`src/rtl/pokey_bus_arb_pkg.sv`:
```
// Shared types and constants for the POKEY bus arbiter and its E-clock generator.
package pokey_bus_arb_pkg;

  typedef enum logic [2:0] {
    ST_IDLE,
    ST_WAIT,
    ST_ACCESS,
    ST_ACK,
    ST_SCAN
  } state_e;

  localparam logic [3:0] POTGO_ADDR   = 4'hB;
  localparam logic [7:0] FF_READ      = 8'hFF;
  localparam int         NDEV_DEFAULT = 3;

endpackage

```
`src/rtl/pokey_bus_arb_eclk_gen.sv`:
```
// Free-running E-clock phase counter: E level, last-high-cycle enable and the
// pre-rise strobe that lets a queued access line up with the next E-high window.
module pokey_bus_arb_eclk_gen #(
  parameter int EDIV = 10,
  parameter int E_HI = 4
) (
  input  logic cl,
  input  logic rst_n,
  output logic e_phase,
  output logic e_en,
  output logic pre_rise
);

  localparam int ECW = $clog2(EDIV);

  logic [ECW-1:0] ecnt_q, ecnt_d;

  always_comb begin
    ecnt_d = (ecnt_q == ECW'(EDIV - 1)) ? '0 : ecnt_q + ECW'(1);
  end

  // NOTE: sequential state is updated with non-blocking assignments so every
  // flop samples the pre-edge value of its neighbours.
  always_ff @(posedge cl or negedge rst_n) begin
    if (!rst_n) ecnt_q <= '0;
    else        ecnt_q <= ecnt_d;
  end

  assign e_phase  = (ecnt_q >= ECW'(EDIV - E_HI));
  assign e_en     = (ecnt_q == ECW'(EDIV - 1));
  assign pre_rise = (ecnt_q == ECW'(EDIV - E_HI - 1));

endmodule

```
`src/rtl/pokey_bus_arb.sv`:
```
// Schedules CPU byte accesses and periodic POTGO broadcasts onto the shared
// POKEY strobe bus, one access per E-high window.
module pokey_bus_arb
  import pokey_bus_arb_pkg::*;
#(
  parameter int NDEV        = NDEV_DEFAULT,
  parameter int EDIV        = 10,
  parameter int E_HI        = 4,
  parameter int SCAN_PERIOD = 64
) (
  input  logic              cl,
  input  logic              rst_n,
  input  logic              cpu_req,
  input  logic [NDEV-1:0]   cpu_sel,
  input  logic              cpu_we,
  input  logic [3:0]        cpu_addr,
  input  logic [7:0]        cpu_wd,
  output logic [7:0]        cpu_rd,
  output logic              cpu_dtack,
  output logic              e_en,
  output logic              e_phase,
  output logic [NDEV-1:0]   dev_cs,
  output logic              dev_we,
  output logic [3:0]        dev_addr,
  output logic [7:0]        dev_wd,
  input  logic [8*NDEV-1:0] dev_rd,
  input  logic              scan_en,
  output logic              scan_busy
);

  localparam int SCW = $clog2(SCAN_PERIOD);

  logic pre_rise;

  pokey_bus_arb_eclk_gen #(
    .EDIV (EDIV),
    .E_HI (E_HI)
  ) u_eclk (
    .cl       (cl),
    .rst_n    (rst_n),
    .e_phase  (e_phase),
    .e_en     (e_en),
    .pre_rise (pre_rise)
  );

  state_e          state_q, state_d;
  logic            scan_q, scan_d;       // the pending WAIT belongs to a POTGO broadcast
  logic [NDEV-1:0] sel_q, sel_d;
  logic            we_q, we_d;
  logic [3:0]      addr_q, addr_d;
  logic [7:0]      wd_q, wd_d;
  logic [7:0]      rd_q, rd_d;
  logic [SCW-1:0]  scnt_q, scnt_d;
  logic            pend_q, pend_d;
  logic            serve_scan;
  logic [7:0]      rd_mux;

  // sel_q is already reduced to one-hot, so an OR of the masked lanes is the mux.
  always_comb begin
    rd_mux = '0;
    for (int i = 0; i < NDEV; i++) begin
      if (sel_q[i]) rd_mux = rd_mux | dev_rd[8*i +: 8];
    end
    if (sel_q == '0) rd_mux = FF_READ;
  end

  // NOTE: every signal written here gets a default first, so no path through
  // the case statement can leave a latch behind.
  always_comb begin
    state_d    = state_q;
    scan_d     = scan_q;
    sel_d      = sel_q;
    we_d       = we_q;
    addr_d     = addr_q;
    wd_d       = wd_q;
    rd_d       = rd_q;
    serve_scan = 1'b0;
    unique case (state_q)
      ST_IDLE: begin
        if (cpu_req) begin
          sel_d   = cpu_sel & (~cpu_sel + NDEV'(1));  // lowest set bit wins
          we_d    = cpu_we;
          addr_d  = cpu_addr;
          wd_d    = cpu_wd;
          scan_d  = 1'b0;
          state_d = ST_WAIT;
        end else if (pend_q) begin
          scan_d  = 1'b1;
          state_d = ST_WAIT;
        end
      end
      ST_WAIT: begin
        if (pre_rise) state_d = scan_q ? ST_SCAN : ST_ACCESS;
      end
      ST_ACCESS: begin
        if (e_en) begin
          if (!we_q) rd_d = rd_mux;
          state_d = ST_ACK;
        end
      end
      ST_ACK: begin
        if (!cpu_req) state_d = ST_IDLE;
      end
      ST_SCAN: begin
        if (e_en) begin
          serve_scan = 1'b1;
          state_d    = ST_IDLE;
        end
      end
      default: state_d = ST_IDLE;
    endcase
  end

  // A new request on the serving edge must win over the clear.
  always_comb begin
    scnt_d = scnt_q;
    pend_d = pend_q;
    if (!scan_en) begin
      scnt_d = '0;
      pend_d = 1'b0;
    end else begin
      if (serve_scan) pend_d = 1'b0;
      if (e_en) begin
        if (scnt_q == SCW'(SCAN_PERIOD - 1)) begin
          scnt_d = '0;
          pend_d = 1'b1;
        end else begin
          scnt_d = scnt_q + SCW'(1);
        end
      end
    end
  end

  // NOTE: the request latch and read register are reset along with the FSM so
  // the bus outputs and cpu_rd are defined from the first cycle after reset.
  always_ff @(posedge cl or negedge rst_n) begin
    if (!rst_n) begin
      state_q <= ST_IDLE;
      scan_q  <= 1'b0;
      sel_q   <= '0;
      we_q    <= 1'b0;
      addr_q  <= '0;
      wd_q    <= '0;
      rd_q    <= '0;
      scnt_q  <= '0;
      pend_q  <= 1'b0;
    end else begin
      state_q <= state_d;
      scan_q  <= scan_d;
      sel_q   <= sel_d;
      we_q    <= we_d;
      addr_q  <= addr_d;
      wd_q    <= wd_d;
      rd_q    <= rd_d;
      scnt_q  <= scnt_d;
      pend_q  <= pend_d;
    end
  end

  // Bus outputs decode from registered state only, so reset clears them at once.
  always_comb begin
    dev_cs   = '0;
    dev_we   = 1'b0;
    dev_addr = '0;
    dev_wd   = '0;
    if (state_q == ST_ACCESS) begin
      dev_cs   = sel_q;
      dev_we   = we_q;
      dev_addr = addr_q;
      dev_wd   = wd_q;
    end else if (state_q == ST_SCAN) begin
      dev_cs   = '1;
      dev_we   = 1'b1;
      dev_addr = POTGO_ADDR;
      dev_wd   = 8'h00;
    end
  end

  assign cpu_rd    = rd_q;
  assign cpu_dtack = (state_q == ST_ACK);
  assign scan_busy = ((state_q == ST_WAIT) && scan_q) || (state_q == ST_SCAN);

endmodule

```
`config.mk`:
```
export PLATFORM = sky130hd
export DESIGN_NAME = pokey_bus_arb
export DESIGN_NICKNAME = d
export VERILOG_FILES = /design/src/rtl/pokey_bus_arb_pkg.sv /design/src/rtl/pokey_bus_arb_eclk_gen.sv /design/src/rtl/pokey_bus_arb.sv
export SDC_FILE = /design/constraint.sdc
export NUM_CORES = 1
export LEC_CHECK = 0
export ABC_AREA = 1
export CAP_MARGIN = 0
export CORE_MARGIN = 2
export CORE_UTILIZATION = 50
export CTS_BUF_LIST = sky130_fd_sc_hd__clkbuf_8
export DETAILED_ROUTE_END_ITERATION = 10
export PLACE_DENSITY_LB_ADDON = 0.3
export SLEW_MARGIN = 20
export SYNTH_ARGS = -nofsm -noshare
export SYNTH_HDL_FRONTEND = slang
export SYNTH_SLANG_ARGS = --single-unit
```
`constraint.sdc`:
```
create_clock -name cl -period 4.1 [get_ports cl]
set_clock_uncertainty 0.15 [all_clocks]
set_input_delay 1.23 -clock cl [delete_from_list [all_inputs] [get_ports cl]]
set_output_delay 1.23 -clock cl [all_outputs]
set_load 0.005 [all_outputs]
```
## Word level (Yosys, flattened, before mapping)

Index checks and enable logic that the tools add are counted.

| operators by class | value |
|---|---|
| add/subtract/negate cells | 3 |
| order comparisons | 1 |
| eq/ne operators | 13 |
| mux-type cells | 31 |
| bitwise gates (word level) | 5 |
| reduce and logical (&&, ||, !) cells | 9 |

Operator list:

| operator | count |
|---|---|
| $mux W8 | 5 |
| $mux W3 | 9 |
| $mux W6 | 3 |
| $or A8 B8 Y8 | 2 |
| $pmux W3 S5 | 1 |
| $mux W4 | 3 |
| $mux W1 | 10 |
| $ne A2 B2 Y1 const B | 5 |
| $add A6 B1 Y6 const B | 1 |
| $eq A3 B2 Y1 const B | 2 |
| $eq A6 B6 Y1 const B | 1 |
| $logic_not A3 Y1 | 2 |
| $reduce_and A5 Y1 | 1 |
| $add A4 B1 Y4 const B | 1 |
| $eq A4 B3 Y1 const B | 1 |
| $eq A4 B4 Y1 const B | 1 |
| $ge A4 B3 Y1 const B | 1 |
| $reduce_and A2 Y1 | 2 |
| $add A3 B1 Y3 const B | 1 |
| $and A3 B3 Y3 | 1 |
| $eq A3 B1 Y1 const B | 1 |
| $eq A3 B3 Y1 const B | 1 |
| $ne A3 B3 Y1 const B | 1 |
| $not A3 Y3 | 1 |
| 5 further kinds | 5 |

| word-level totals | value |
|---|---|
| bits in registers | 39 |

## Depth between registers and ports, before layout

Gate-level depths: netlist (run 1).

| logic depth | value |
|---|---|
| depth in word-level cells | 7 |
| depth in mapped cells | 8 |

## Cells and area by module

A second synthesis (run 1) with hierarchy kept.

| unflattened totals | value |
|---|---|
| cells, all modules | 265 |
| area total of the unflattened synthesis | 2006.9 µm² |

Modules (own cells, without submodules):

| module | instances | cells an instance | area an instance (µm²) | seq. area each (µm²) |
|---|---|---|---|---|
| pokey_bus_arb | 1 | 243 | 1823.0 | 875.8 |
| pokey_bus_arb_eclk_gen | 1 | 22 | 183.9 | 100.1 |

## Least setup slack after synthesis (run 1)

No wires, ideal clock.

| path | value |
|---|---|
| path type | flip-flop to output port |
| start | register state_q[0] |
| end | output dev_cs[1] |
| arrival time | 1.077 ns |
| path slack | 1.643 ns |
| stages on the path, launching flop included | 5 |
| path buffers | 1 |
| cells stage by stage | dfrtp_1 > nor2_4 > nand2_4 > buf_2 > o21ai_0 |

| between the ends | value |
|---|---|
| word-level cells in the longest chain between the ends | 3 |

RTL lines:

| element | RTL line | RTL |
|---|---|---|
| start: declaration | pokey_bus_arb.sv:46 | `state_e state_q, state_d;` |
| start signal: assignment | pokey_bus_arb.sv:148 | `state_q <= state_d;` |
| $eq A3 B3 Y1 | pokey_bus_arb.sv:171 | `end else if (state_q == ST_SCAN) begin` |
| $mux W3 | pokey_bus_arb.sv:171 |  |
| $mux W3 * | pokey_bus_arb.sv:166 | `if (state_q == ST_ACCESS) begin` |
| end: declaration | pokey_bus_arb.sv:22 | `output logic [NDEV-1:0] dev_cs,` |

Mark *: on every way between the ends. The rest lies on a longest branch, timed or not.

## Final worst setup path (run 1)

Same ends and word-level chain as after synthesis.

==> results of run 1 <==
-- critical path: stages, from the launching register on --
cell	delay [ns]
dfrtp_1	0.47
nor2_4	0.22
nand2_4	0.17
o21ai_0	0.24
clkdlybuf4s50_1	0.54
-- cells in the mapped netlist (2+ instances only) --
| cell type | n |
|---|---|
| dfrtp_1 | 39 |
| o21ai_2 | 2 |
| nand3_1 | 12 |
| inv_1 | 38 |
| o22ai_1 | 3 |
| nand2_2 | 4 |
| inv_2 | 2 |
| nor2_1 | 21 |
| nor3_1 | 2 |
| buf_6 | 2 |
| nor2_4 | 2 |
| nand2_1 | 86 |
| nor3_4 | 2 |
| nand4_1 | 11 |
| buf_4 | 2 |
| buf_2 | 4 |
| o21ai_0 | 24 |
| a21oi_1 | 3 |
-- cells by family after synthesis --
group / count (synthesis)
buffers and inverters: 48
AOI/OAI and AO/OA: 36
DFF: 39
xor gates and xnor gates: 2
adders and majority gates: 1
and+or+nand+nor: 144
-- power groups by stage --
| stage | registers, uW | logic [uW] | clock network, uW |
|---|---|---|---|
| final | 614 | 626 | 286 |
| after global routing | 632 | 715 | 307 |
| after floorplan | 568 | 420 | 0 |
| after CTS | 614 | 632 | 291 |
| after detailed placement | 620 | 627 | 0 |
| after global placement | 615 | 616 | 0 |
-- flip-flops by register name (all words and copies together) (netlist names) --
signal / count
addr_q: 4
cpu_rd: 8
pend_q: 1
scan_q: 1
scnt_q: 6
sel_q: 3
state_q: 3
u_eclk.ecnt_q: 4
wd_q: 8
we_q: 1
-- cell type report --
class / count / area, sq um
well taps: 50 / 62.56
repair buffers: 72 / 713.2
multi-input cells: 183 / 884.6
fillers: 316 / 1114
clock inverters: 1 / 3.754
clock buffers: 7 / 96.34
flip-flops and latches: 39 / 975.9
inverters: 40 / 150.1
-- worst paths after layout --
path | startpoint | end | depth (start not counted)
setup / recovery | state_q[0]$_DFFE_PN0P_ | dev_cs[1] | 4
hold / removal | addr_q[0]$_DFFE_PN0P_ | addr_q[0]$_DFFE_PN0P_ | 2
setup reg to reg | state_q[0]$_DFFE_PN0P_ | cpu_rd[2]$_DFFE_PN0P_ | 4
hold reg to reg | addr_q[0]$_DFFE_PN0P_ | addr_q[0]$_DFFE_PN0P_ | 2
max in group asynchronous | rst_n | cpu_rd[6]$_DFFE_PN0P_ | 1
min in group asynchronous | rst_n | wd_q[5]$_DFFE_PN0P_ | 1
-- layer usage --
metal / vias up / GRT usage [%]
met5: - / 0
met4: 0 / 7.750
met3: 7 / 6.579
met2: 57 / 36.65
met1: 902 / 27.47
li1: 991 / -
-- stage by stage --
stage / cell area [sq um] / setup WS (ns)
floorplan: 2068 / 1.643
global placement: 2786 / 1.190
detailed placement: 2786 / 1.094
CTS: 2887 / 0.7581
global route: 2887 / 0.6710
finish: 2887 / 0.7818
==> impl_metrics.toml, run 1 <==
[status]
status = "complete, no violations"

[floorplan]
rows = 23
die-height_microns = 68.32
dieArea_sq_um = 4667
core_sq_um = 4000
die_x_microns = 68.32
start_util_pct = 51.70
ios = 72

[logic_synthesis]
syn-mean-instance-area_sq_um = 7.660
seq_area_frac_synth_pct = 47.19
synth_top_area_cell = "dfrtp_1"
syn-num-nets = 315
syn_inst = 270
netlist_area_sq_um = 2068
synthXorXnorAreaFrac_pct = 0.8469
synth-simple-area-share_pct = 31.64
ys_types = 29
synth_compound_area_share_pct = 9.679
synth_ff_type = "dfrtp_1"
synthMuxAreaShare_pct = 0
ys_ff_latch = 39
synthArstFlopShare_pct = 100.0
synth-adder-area-share_pct = 0.6050
synth_edf_count = 0
synth.area.top_cells = "dfrtp_1 (47%), nand2_1 (16%), inv_1 (6.9%)"
synth_top_area_share_pct = 47.19
ys_warn_count = 0
synth_top_family_by_area = "simple AND/OR/NAND/NOR gates"

[critical_path]
cp_max_fo = 17
start_kind = "register"
cp.arrival_ns = 1.94
ff2ff_setup_slack_ns = 2.24
critPathRequiredTime_ns = 2.72
end_kind = "output pin"
crit_type = "reg2out"

[final_layout]
fin_util_pct = 72.16
layout.cells.most_common_list = "nand2_1 (86), clkdlybuf4s50_1 (70), inv_1 (39), dfrtp_1 (39), o21ai_0 (24)"
syn_to_final_growth_pct = 39.56
stdcell_count = 392
nets = 386
n_antenna_cell = 0
final_common_cell = "nand2_1"
drive_above_1_share_pct = 7.018

[clock_tree]
cts_resized = 0
hold_buffers = 0
cts_buffers = 5
cts.htree.levels = 2
post_cts_buffers = 0
cts.sinks = 39
clkSlewWorstSetupHoldPaths_ns = 0.07
cts-root-buf = "clkbuf_8"
cts_tree = "yes"
clock_latency_ns = 0.29
clk_path_buf_depth = 2

[timing]
fmax_ghz = 0.3014
slew_headroom_pct = 42.78
fin_crit_ns = 3.318
maxSlewViolCount = 0
timing.final.crit_share_pct = 80.93
rsz0062_at_grt = "no"
setup_viol = 0
hold_violations = 0
fin_hold_ws_ns = 0.3341
tns_ns = 0
tightest_slew_ns = 0.8583

[detailed_routing]
antenna_left = 0
vias = 1957
drt-total-wl_microns = 4868
highest_layer = "met4"
post_drt_wl_per_cell_microns = 12.42
wl_met1_microns = 2130
dr.first_iter.drc_count = 138
drt_first_pass_iters = 4
dr_wl_met2_microns = 2371
via_per_inst = 4.992
drc = 0
dr_wl_met3_microns = 292

[grt]
grt-ovfl-total = 0
grt_pass1_vias = 1771
grt_pass1_wl_microns = 7665
grt_use_total_pct = 22.15
grt_max_degree = 40
antenna_found_initial = 0

[placed_design]
portBuffers = 71
dp_hpwl_microns = 3499
gp_congestion = 0.8557
dp_cells = 384

[min_path]
hold_class = "reg2reg"

[power_and_ir_drop]
p_per_area_nw_per_um2 = 528.6
seq_power_share_pct = 40.2
p_int_uw = 969.4
p_clk_share_pct = 18.8
power_frac_comb_pct = 41.0
switchingPower_uw = 556.3
switching_share_pct = 36.46
p_total_uw = 1526
leakagePower_uw = 0.001405
vdd_ir_drop_max_mv = 0.3150

[flow_run]
maxCapViolCount = 0
No activity file was read; power rests on OpenSTA's default activity.
==> run 2: changes to the inputs <==
CORE_UTILIZATION = 47   (was 50)
clock period = 3.45 ns   (was 4.1 ns; I/O delays follow)
==> run 2 against run 1 <==
Flip-flop and latch count did not move. Critical path type unchanged. Clock power rose by 37%. Via count fell by 0.51%. Critical path depth did not move. Sequential power rose by 19%. Combinational power rose by 18%. Critical endpoint is now dev_cs[0]. Non-clock buffer count did not move. Largest power group unchanged.
==> impl_metrics.toml, run 2 (synthesized netlist as in run 1, its figures left out) <==
[clock_tree]
cts_tree = "yes"
post_cts_buffers = 0
cts.sinks = 39
cts.htree.levels = 2
cts-root-buf = "clkbuf_8"
cts_buffers = 5
clkSlewWorstSetupHoldPaths_ns = 0.08
clock_latency_ns = 0.29
hold_buffers = 0
clk_path_buf_depth = 2
cts_resized = 0

[timing]
hold_violations = 0
worst_slack_ns = 0.3566
tns_ns = 0
setup_viol = 0
fmax_ghz = 0.3233
fin_hold_ws_ns = 0.3362
rsz0062_at_grt = "no"
slew_headroom_pct = 44.05
tightest_slew_ns = 0.8392
fin_crit_ns = 3.093
timing.final.crit_share_pct = 89.66
maxSlewViolCount = 0

[floorplan]
dieArea_sq_um = 4947
ios = 72
core_sq_um = 4294
rows = 24
die-height_microns = 70.34
die_x_microns = 70.34
start_util_pct = 48.16

[critical_path]
critical_path.top_delay_family = "buffers and inverters"
critPathRequiredTime_ns = 2.26
crit_type = "reg2out"
end_kind = "output pin"
cp_max_fo = 17
crit_buf_inv = 1
crit_chain = "nor2_4, nand2_4, o21ai_0, clkdlybuf4s50_1"
start_kind = "register"
critical_path.max_stage_delay_ns = 0.54
cp.arrival_ns = 1.91
cp_slowest_cell = "clkdlybuf4s50_1"

[status]
status = "complete, no violations"

[flow_run]
maxCapViolCount = 0

[detailed_routing]
post_drt_wl_per_cell_microns = 12.14
vias = 1947
via_per_inst = 4.942
drc = 0
drt-total-wl_microns = 4783
antenna_left = 0
drt_first_pass_iters = 4
dr.first_iter.drc_count = 123

[power_and_ir_drop]
leakagePower_uw = 0.001410
p_clk_share_pct = 21.1
p_total_uw = 1858
seq_power_share_pct = 39.2
vdd_ir_drop_max_mv = 0.3460
power_frac_comb_pct = 39.7
switching_share_pct = 35.07
switchingPower_uw = 651.6
p_per_area_nw_per_um2 = 639.3
p_int_uw = 1206

[grt]
grt_use_total_pct = 20.15
antenna_found_initial = 0
grt_max_degree = 40
grt_pass1_wl_microns = 8024
grt-ovfl-total = 0
grt_pass1_vias = 1836

[final_layout]
syn_to_final_growth_pct = 40.53
layout.cells.most_common_list = "nand2_1 (86), clkdlybuf4s50_1 (70), dfrtp_1 (39)"
final_common_cell = "nand2_1"
final_area_sq_um = 2907
drive_above_1_share_pct = 7.310
nets = 386
n_antenna_cell = 0

[placed_design]
portBuffers = 71
dp_hpwl_microns = 3600
pre_cts_slack_ns = 0.6898
gp_congestion = 0.8307
dpl_cell_area_sq_um = 2789

[min_path]
hold_class = "reg2reg"
[run 2: changes by cell type in the layout (fill, tap and decap cells not counted), sizes merged]
cell    change
bufinv      +1
clkbuf      -1
clkinv      +1
inv         -1
[run 2: final timing paths]
check	from	to	slack, ns	cells past startpoint
hold / removal	addr_q[0]$_DFFE_PN0P_	addr_q[0]$_DFFE_PN0P_	0.34	2
setup / recovery	state_q[0]$_DFFE_PN0P_	dev_cs[0]	0.36	4
setup reg to reg	state_q[0]$_DFFE_PN0P_	cpu_rd[3]$_DFFE_PN0P_	1.65	4
min in group asynchronous	rst_n	cpu_rd[4]$_DFFE_PN0P_	0.70	1
hold reg to reg	addr_q[0]$_DFFE_PN0P_	addr_q[0]$_DFFE_PN0P_	0.34	2
max in group asynchronous	rst_n	cpu_rd[6]$_DFFE_PN0P_	1.92	1
[run 2: cell type report]
cell class	count	area, sq um
tap	52	65.06
clock inverter	2	35.03
multi-input combinational	183	884.6
sequential	39	975.9
inverter	40	150.1
clock buffer	6	82.58
fill	376	1388
timing repair buffer	72	713.2
[run 2: power groups by stage]
stage	Clock [uW]	Combinational [uW]	Sequential (uW)
after floorplan	0	499	675
after global placement	0	730	733
after detailed placement	0	745	736
after CTS	399	749	729
after global routing	417	833	751
final	392	737	729
[run 2: worst min-delay path, delay by kind of cell, from the launching register on]
family	cells	cell delay (ns)
simple gates	2	0.11
flops	1	0.35
[run 2: metrics by stage]
step	util, %	std cells
2_1_floorplan	-	270
3_3_place_gp	64.95	386
3_5_place_dp	64.95	386
4_1_cts	67.69	394
5_1_grt	67.69	394
6_report	67.69	394
[run 2: per-layer routing]
metal / GRT usage [%] / up-vias / share of wire [%]
li1: - / 994 / -
met1: 25.37 / 895 / 44
met2: 33.02 / 52 / 49
met3: 5.195 / 6 / 5.8
met4: 7.906 / 0 / 1.5
met5: 0 / - / 0
